===== config.mk =====
export PLATFORM = sky130hd
export DESIGN_NAME = window_buffer_5x5
export DESIGN_NICKNAME = d
export VERILOG_FILES = /design/src/rtl/cnn_pkg.sv /design/src/rtl/line_delay.sv /design/src/rtl/window_buffer_5x5.sv
export SDC_FILE = /design/constraint.sdc
export NUM_CORES = 2
export LEC_CHECK = 0
export CAP_MARGIN = 20
export CORE_ASPECT_RATIO = 1.5
export CORE_MARGIN = 1.5
export CORE_UTILIZATION = 60
export CTS_CLUSTER_DIAMETER = 40
export DETAILED_ROUTE_END_ITERATION = 8
export GPL_TIMING_DRIVEN = 0
export PLACE_DENSITY = 0.79
export RECOVER_POWER = 100
export SETUP_SLACK_MARGIN = 0.15
export SYNTH_ARGS = -nofsm -noshare
export SYNTH_HDL_FRONTEND = slang
export SYNTH_HIERARCHICAL = 1
export SYNTH_SLANG_ARGS = --single-unit
export TNS_END_PERCENT = 50

===== constraint.sdc =====
create_clock -name clk -period 2.8 [get_ports clk]
set_input_delay 0.7 -clock clk [delete_from_list [all_inputs] [get_ports clk]]
set_output_delay 0.7 -clock clk [all_outputs]
set_load 0.02 [all_outputs]

===== src/rtl/cnn_pkg.sv =====
// cnn_pkg: shared image geometry, FSM states and pixel type for the CNN front end
package cnn_pkg;
    localparam int DATA_W = 8;
    localparam int IMG_W  = 28;
    localparam int IMG_H  = 28;
    localparam int K      = 5;
    typedef enum logic [1:0] {IDLE, RUN, DONE} win_state_t;
    typedef logic signed [DATA_W-1:0] pixel_t;
endpackage


===== src/rtl/line_delay.sv =====
// line_delay: enable-gated IMG_W-deep shift register; output is the pixel IMG_W accepts older
module line_delay
    import cnn_pkg::*;
(
    input  logic              clk,
    input  logic              rst_n,
    input  logic              en_i,
    input  logic signed [DATA_W-1:0] d_i,
    output logic signed [DATA_W-1:0] q_o
);
    pixel_t mem_q [IMG_W];
    always_ff @(posedge clk or negedge rst_n) begin
        if (!rst_n) begin
            for (int i = 0; i < IMG_W; i++) mem_q[i] <= '0;
        end else if (en_i) begin
            mem_q[0] <= d_i;
            for (int i = 1; i < IMG_W; i++) mem_q[i] <= mem_q[i-1];
        end
    end
    assign q_o = mem_q[IMG_W-1];
endmodule


===== src/rtl/window_buffer_5x5.sv =====
// window_buffer_5x5: streaming 5x5 window generator over a row-major image,
// four chained line delays feed a 5x5 register window exposed as 25 taps
module window_buffer_5x5
    import cnn_pkg::*;
(
    input  logic                     clk,
    input  logic                     rst_n,
    input  logic                     start,
    input  logic                     pixel_valid,
    input  logic signed [DATA_W-1:0] pixel_in,
    output logic                     pixel_ready,
    output logic signed [DATA_W-1:0] data_out_0,  data_out_1,  data_out_2,  data_out_3,  data_out_4,
    output logic signed [DATA_W-1:0] data_out_5,  data_out_6,  data_out_7,  data_out_8,  data_out_9,
    output logic signed [DATA_W-1:0] data_out_10, data_out_11, data_out_12, data_out_13, data_out_14,
    output logic signed [DATA_W-1:0] data_out_15, data_out_16, data_out_17, data_out_18, data_out_19,
    output logic signed [DATA_W-1:0] data_out_20, data_out_21, data_out_22, data_out_23, data_out_24,
    output logic                     valid_out_buf,
    output logic                     frame_done,
    output logic                     busy
);
    localparam int CW = $clog2(IMG_W);
    localparam int RW = $clog2(IMG_H);
    localparam logic [CW-1:0] COL_LAST = CW'(IMG_W-1);
    localparam logic [CW-1:0] COL_MIN  = CW'(K-1);
    localparam logic [RW-1:0] ROW_LAST = RW'(IMG_H-1);
    localparam logic [RW-1:0] ROW_MIN  = RW'(K-1);

    win_state_t state_q, state_d;
    logic [CW-1:0] col_q, col_d;
    logic [RW-1:0] row_q, row_d;
    logic valid_q, valid_d, accept;
    pixel_t row_s [K];
    pixel_t win_q [K][K];

    // row_s[0] is the live pixel, row_s[g+1] the same column g+1 rows earlier
    assign row_s[0] = pixel_in;
    for (genvar g = 0; g < K-1; g++) begin : g_ld
        line_delay u_ld (
            .clk  (clk),
            .rst_n(rst_n),
            .en_i (accept),
            .d_i  (row_s[g]),
            .q_o  (row_s[g+1])
        );
    end

    always_comb begin
        state_d     = state_q;
        col_d       = col_q;
        row_d       = row_q;
        pixel_ready = state_q == RUN;
        frame_done  = state_q == DONE;
        busy        = state_q != IDLE;
        accept      = pixel_ready && pixel_valid;
        valid_d     = accept && row_q >= ROW_MIN && col_q >= COL_MIN;
        unique case (state_q)
            IDLE: if (start) begin
                state_d = RUN;
                col_d   = '0;
                row_d   = '0;
            end
            RUN: if (accept) begin
                col_d = col_q == COL_LAST ? '0 : col_q + CW'(1);
                row_d = col_q == COL_LAST ? row_q + RW'(1) : row_q;
                if (row_q == ROW_LAST && col_q == COL_LAST) state_d = DONE;
            end
            DONE: state_d = IDLE;
            default: state_d = IDLE;
        endcase
    end

    always_ff @(posedge clk or negedge rst_n) begin
        if (!rst_n) begin
            state_q <= IDLE;
            col_q   <= '0;
            row_q   <= '0;
            valid_q <= 1'b0;
        end else begin
            state_q <= state_d;
            col_q   <= col_d;
            row_q   <= row_d;
            valid_q <= valid_d;
        end
    end

    // window row i (0 = oldest) takes its newest column from stream K-1-i
    always_ff @(posedge clk or negedge rst_n) begin
        if (!rst_n) begin
            for (int i = 0; i < K; i++)
                for (int j = 0; j < K; j++) win_q[i][j] <= '0;
        end else if (accept) begin
            for (int i = 0; i < K; i++) begin
                for (int j = 0; j < K-1; j++) win_q[i][j] <= win_q[i][j+1];
                win_q[i][K-1] <= row_s[K-1-i];
            end
        end
    end

    assign valid_out_buf = valid_q;
    assign data_out_0  = win_q[0][0]; assign data_out_1  = win_q[0][1]; assign data_out_2  = win_q[0][2];
    assign data_out_3  = win_q[0][3]; assign data_out_4  = win_q[0][4];
    assign data_out_5  = win_q[1][0]; assign data_out_6  = win_q[1][1]; assign data_out_7  = win_q[1][2];
    assign data_out_8  = win_q[1][3]; assign data_out_9  = win_q[1][4];
    assign data_out_10 = win_q[2][0]; assign data_out_11 = win_q[2][1]; assign data_out_12 = win_q[2][2];
    assign data_out_13 = win_q[2][3]; assign data_out_14 = win_q[2][4];
    assign data_out_15 = win_q[3][0]; assign data_out_16 = win_q[3][1]; assign data_out_17 = win_q[3][2];
    assign data_out_18 = win_q[3][3]; assign data_out_19 = win_q[3][4];
    assign data_out_20 = win_q[4][0]; assign data_out_21 = win_q[4][1]; assign data_out_22 = win_q[4][2];
    assign data_out_23 = win_q[4][3]; assign data_out_24 = win_q[4][4];
endmodule


==> metrics.txt <==
CP max FO 4; origin of the critical flop-to-flop path state_q[1]; non-filler cells, final 4269; Die Y 336 um; Top Ports 216; adder-cell area share of the yosys netlist 0.113%; Worst-path clk slew 70 ps; Reg2Reg Depth 10; Yosys cell types 32; startpoint types register; gr usage total 23.5%; layout cell share with drive strength beyond 1 22.2%; Leak 26.6 nW; Largest register FFs 864; Crit. End Element output pin; delay-heaviest family, CP buffers and inverters; vias in the first global route 25500; port bufs 215; met3 usage 3.48%; most frequent cells after synthesis dfrtp_1 (1109), mux2_4 (640), nand2_1 (613), mux2_2 (256), buf_6 (76); final antenna-violating net count 0; Reg with most FFs g_ld.u_ld/mem_q; first-pass iteration count of the detailed router 5; Worst-Skew Late Latency 680 ps; CP max stage cell dlygate4sd3_1; Final Hold Vio Count 50; CTS tree yes; violated checks negative hold slack, max-capacitance violations, max-slew violations; mapped cell area 0.0443 mm2; synth top area cells dfrtp_1 (63%), mux2_4 (22%), mux2_2 (6.5%); CTS max path bufs 3; Mapped Nets 2867; setup violators final 0; Total Nets Final 3205; global placer's final weighted congestion 0.856; Max-Cap Viols 1; Worst Skew 14.9 ps; Synth Area in Simple Gates 5.64%; maximum vdd drop 0.550 mV; Pins Over Slew Limit 298; Root Buffer clkbuf_16; WP data required 2100 ps; drt first-iter violations 1291; Starting Density 60.9%; WP buf/inv 1; reg2reg setup slack 200 ps; power per cell area 754 mW/mm2; met1 Use GR 31.0%; first-pass GRT wire length 141 mm; Top FF cell, synth dfrtp_1; initial antenna violation count 0; FMAX 0.378 GHz; slew of the pin with the lowest slew margin 1670 ps; post-layout minimum cycle time 2640 ps; Max-slew headroom -11.0%; slowest stage delay, CP 730 ps; total vias in the final route 22900; complex-gate fraction of the synthesized area 0.161%; H-tree lvl count 3; synthesized flop and latch total 1109; Yosys top cell by area dfrtp_1; die area 0.0756 mm2; Cells after Synth 2851; gr busiest metal met2; Detailed Place HPWL 56.1 mm; Warnings, synthesis 6; GRT overflow 0; RSZ-0062 raised after global routing no; placed cells 4056; setup TNS 0 ps; Layout area overhead 12.5%; WHS -56.3 ps; WP depth 1; postcts setup bufs 0; post-synthesis mux area share 28.2%; most numerous cell in the Yosys netlist dfrtp_1; CTS buffer count 112; outcome finished, violations left; Die W 225 um; M2 GR Usage 39.2%; Final Cycle Share 94.5%; CP Data Arrival Time 1940 ps; filler cell count 5115; post-synthesis sequential area ratio 62.6%; asr flop ratio synth 100%; Synth Area in XOR/XNOR 0%; worst-path cell chain dlygate4sd3_1; CORE AREA 0.0728 mm2; worst hold path class in -> async; largest net degree at the start of global routing 188; routed vias/inst 5.36; drt drc 0; combinational family with the most area after synthesis multiplexers; critical path class reg -> out; worst r2r dst g_ld[2].u_ld/mem_q[137]; FP Rows 121; final WL 83.6 mm; Yosys top cell area share 62.6%; clk sinks 1109; post-DR wirelength/cell 19.6 um; Post-synth EDFFs 0; Mapped Avg Cell Area 15.6 um2
==> placed cells by master (no fill, tap or decap), types with 2 or more instances in the layout <==
cell	n
a21oi_1	3
buf_16	4
buf_2	18
buf_4	33
buf_6	78
bufinv_16	15
clkbuf_1	31
clkbuf_16	114
clkbuf_2	29
clkbuf_8	15
clkdlybuf4s50_1	10
clkinv_2	14
clkinv_4	11
clkinv_8	3
clkinvlp_4	6
dfrtp_1	1109
diode_2	2
dlygate4sd2_1	2
dlygate4sd3_1	203
ha_1	4
inv_1	6
inv_6	15
inv_8	4
mux2_1	534
mux2_2	254
mux2_4	109
nand2_1	614
nand3_1	8
nand4_1	3
nand4b_1	2
nor2_1	2
nor3_1	3
o21ai_0	7
or4b_1	3
==> metal layers <==
metal / share of wire, % / wire (um)
met1: 41 / 34500
met2: 51 / 42600
met3: 4.1 / 3390
met4: 3.8 / 3140
met5: 0 / 0
==> power by group <==
| group | switching, mW | internal [mW] |
|---|---|---|
| Sequential | 0.980 | 17.6 |
| Combinational | 1.55 | 1.59 |
| Clock | 6.53 | 9.37 |
| Total | 9.06 | 28.6 |
==> cell families (layout without fill, tap and decap cells) <==
logic type / Yosys count / after routing
flops: 1109 / 1109
compound gates: 12 / 12
other cells: 0 / 2
fa+ha+maj: 4 / 4
mux: 897 / 897
simple gates: 644 / 644
buf+inv: 185 / 617
==> worst max-delay path by stage <==
stage               slack, ps           start                       to
detailed placement       -800     pixel_valid  g_ld[3].u_ld/mem_q[221]
global placement       -44950           rst_n  g_ld[0].u_ld/mem_q[195]
floorplan                 640     pixel_valid  g_ld[0].u_ld/mem_q[100]
CTS                       200  data_out_11[0]           data_out_11[0]
finish                    160   data_out_6[1]            data_out_6[1]
global route               90      state_q[1]  g_ld[1].u_ld/mem_q[110]
==> repair_timing <==
| action | CTS | global route |
|---|---|---|
| setup endpoints to repair | 909 | 834 |
| hold buffers | 1 | 1 |
| endpoints found under the hold margin | 13 | 5 |
| resized for setup | 10 | 4 |
| gates cloned | 0 | 1 |
==> cell type report <==
class / count / area, um2 / share of cell area (%)
tap: 984 / 1230 / 2.47
multi-input combinational: 1557 / 13100 / 26.3
sequential: 1109 / 27800 / 55.6
clock inverter: 69 / 907 / 1.82
antenna: 2 / 5.00 / 0.0100
inverter: 7 / 26.3 / 0.0527
buffer: 178 / 1420 / 2.85
clock buffer: 139 / 3100 / 6.21
timing repair buffer: 224 / 2320 / 4.65
==> per-stage QoR <==
step	worst slack (ps)	hold slack (ps)	util, %	total power, mW	instance area (um2)
after floorplan	638	404	-	21.5	44300
after global placement	-44950	460	65.5	22.7	47700
after detailed placement	-797	467	65.8	23.0	47900
after CTS	196	-27.1	71.3	39.0	51900
after global routing	93.9	-0.377	68.5	39.1	49900
final	155	-56.3	68.5	37.6	49900
(Power assumes the default switching activity.)
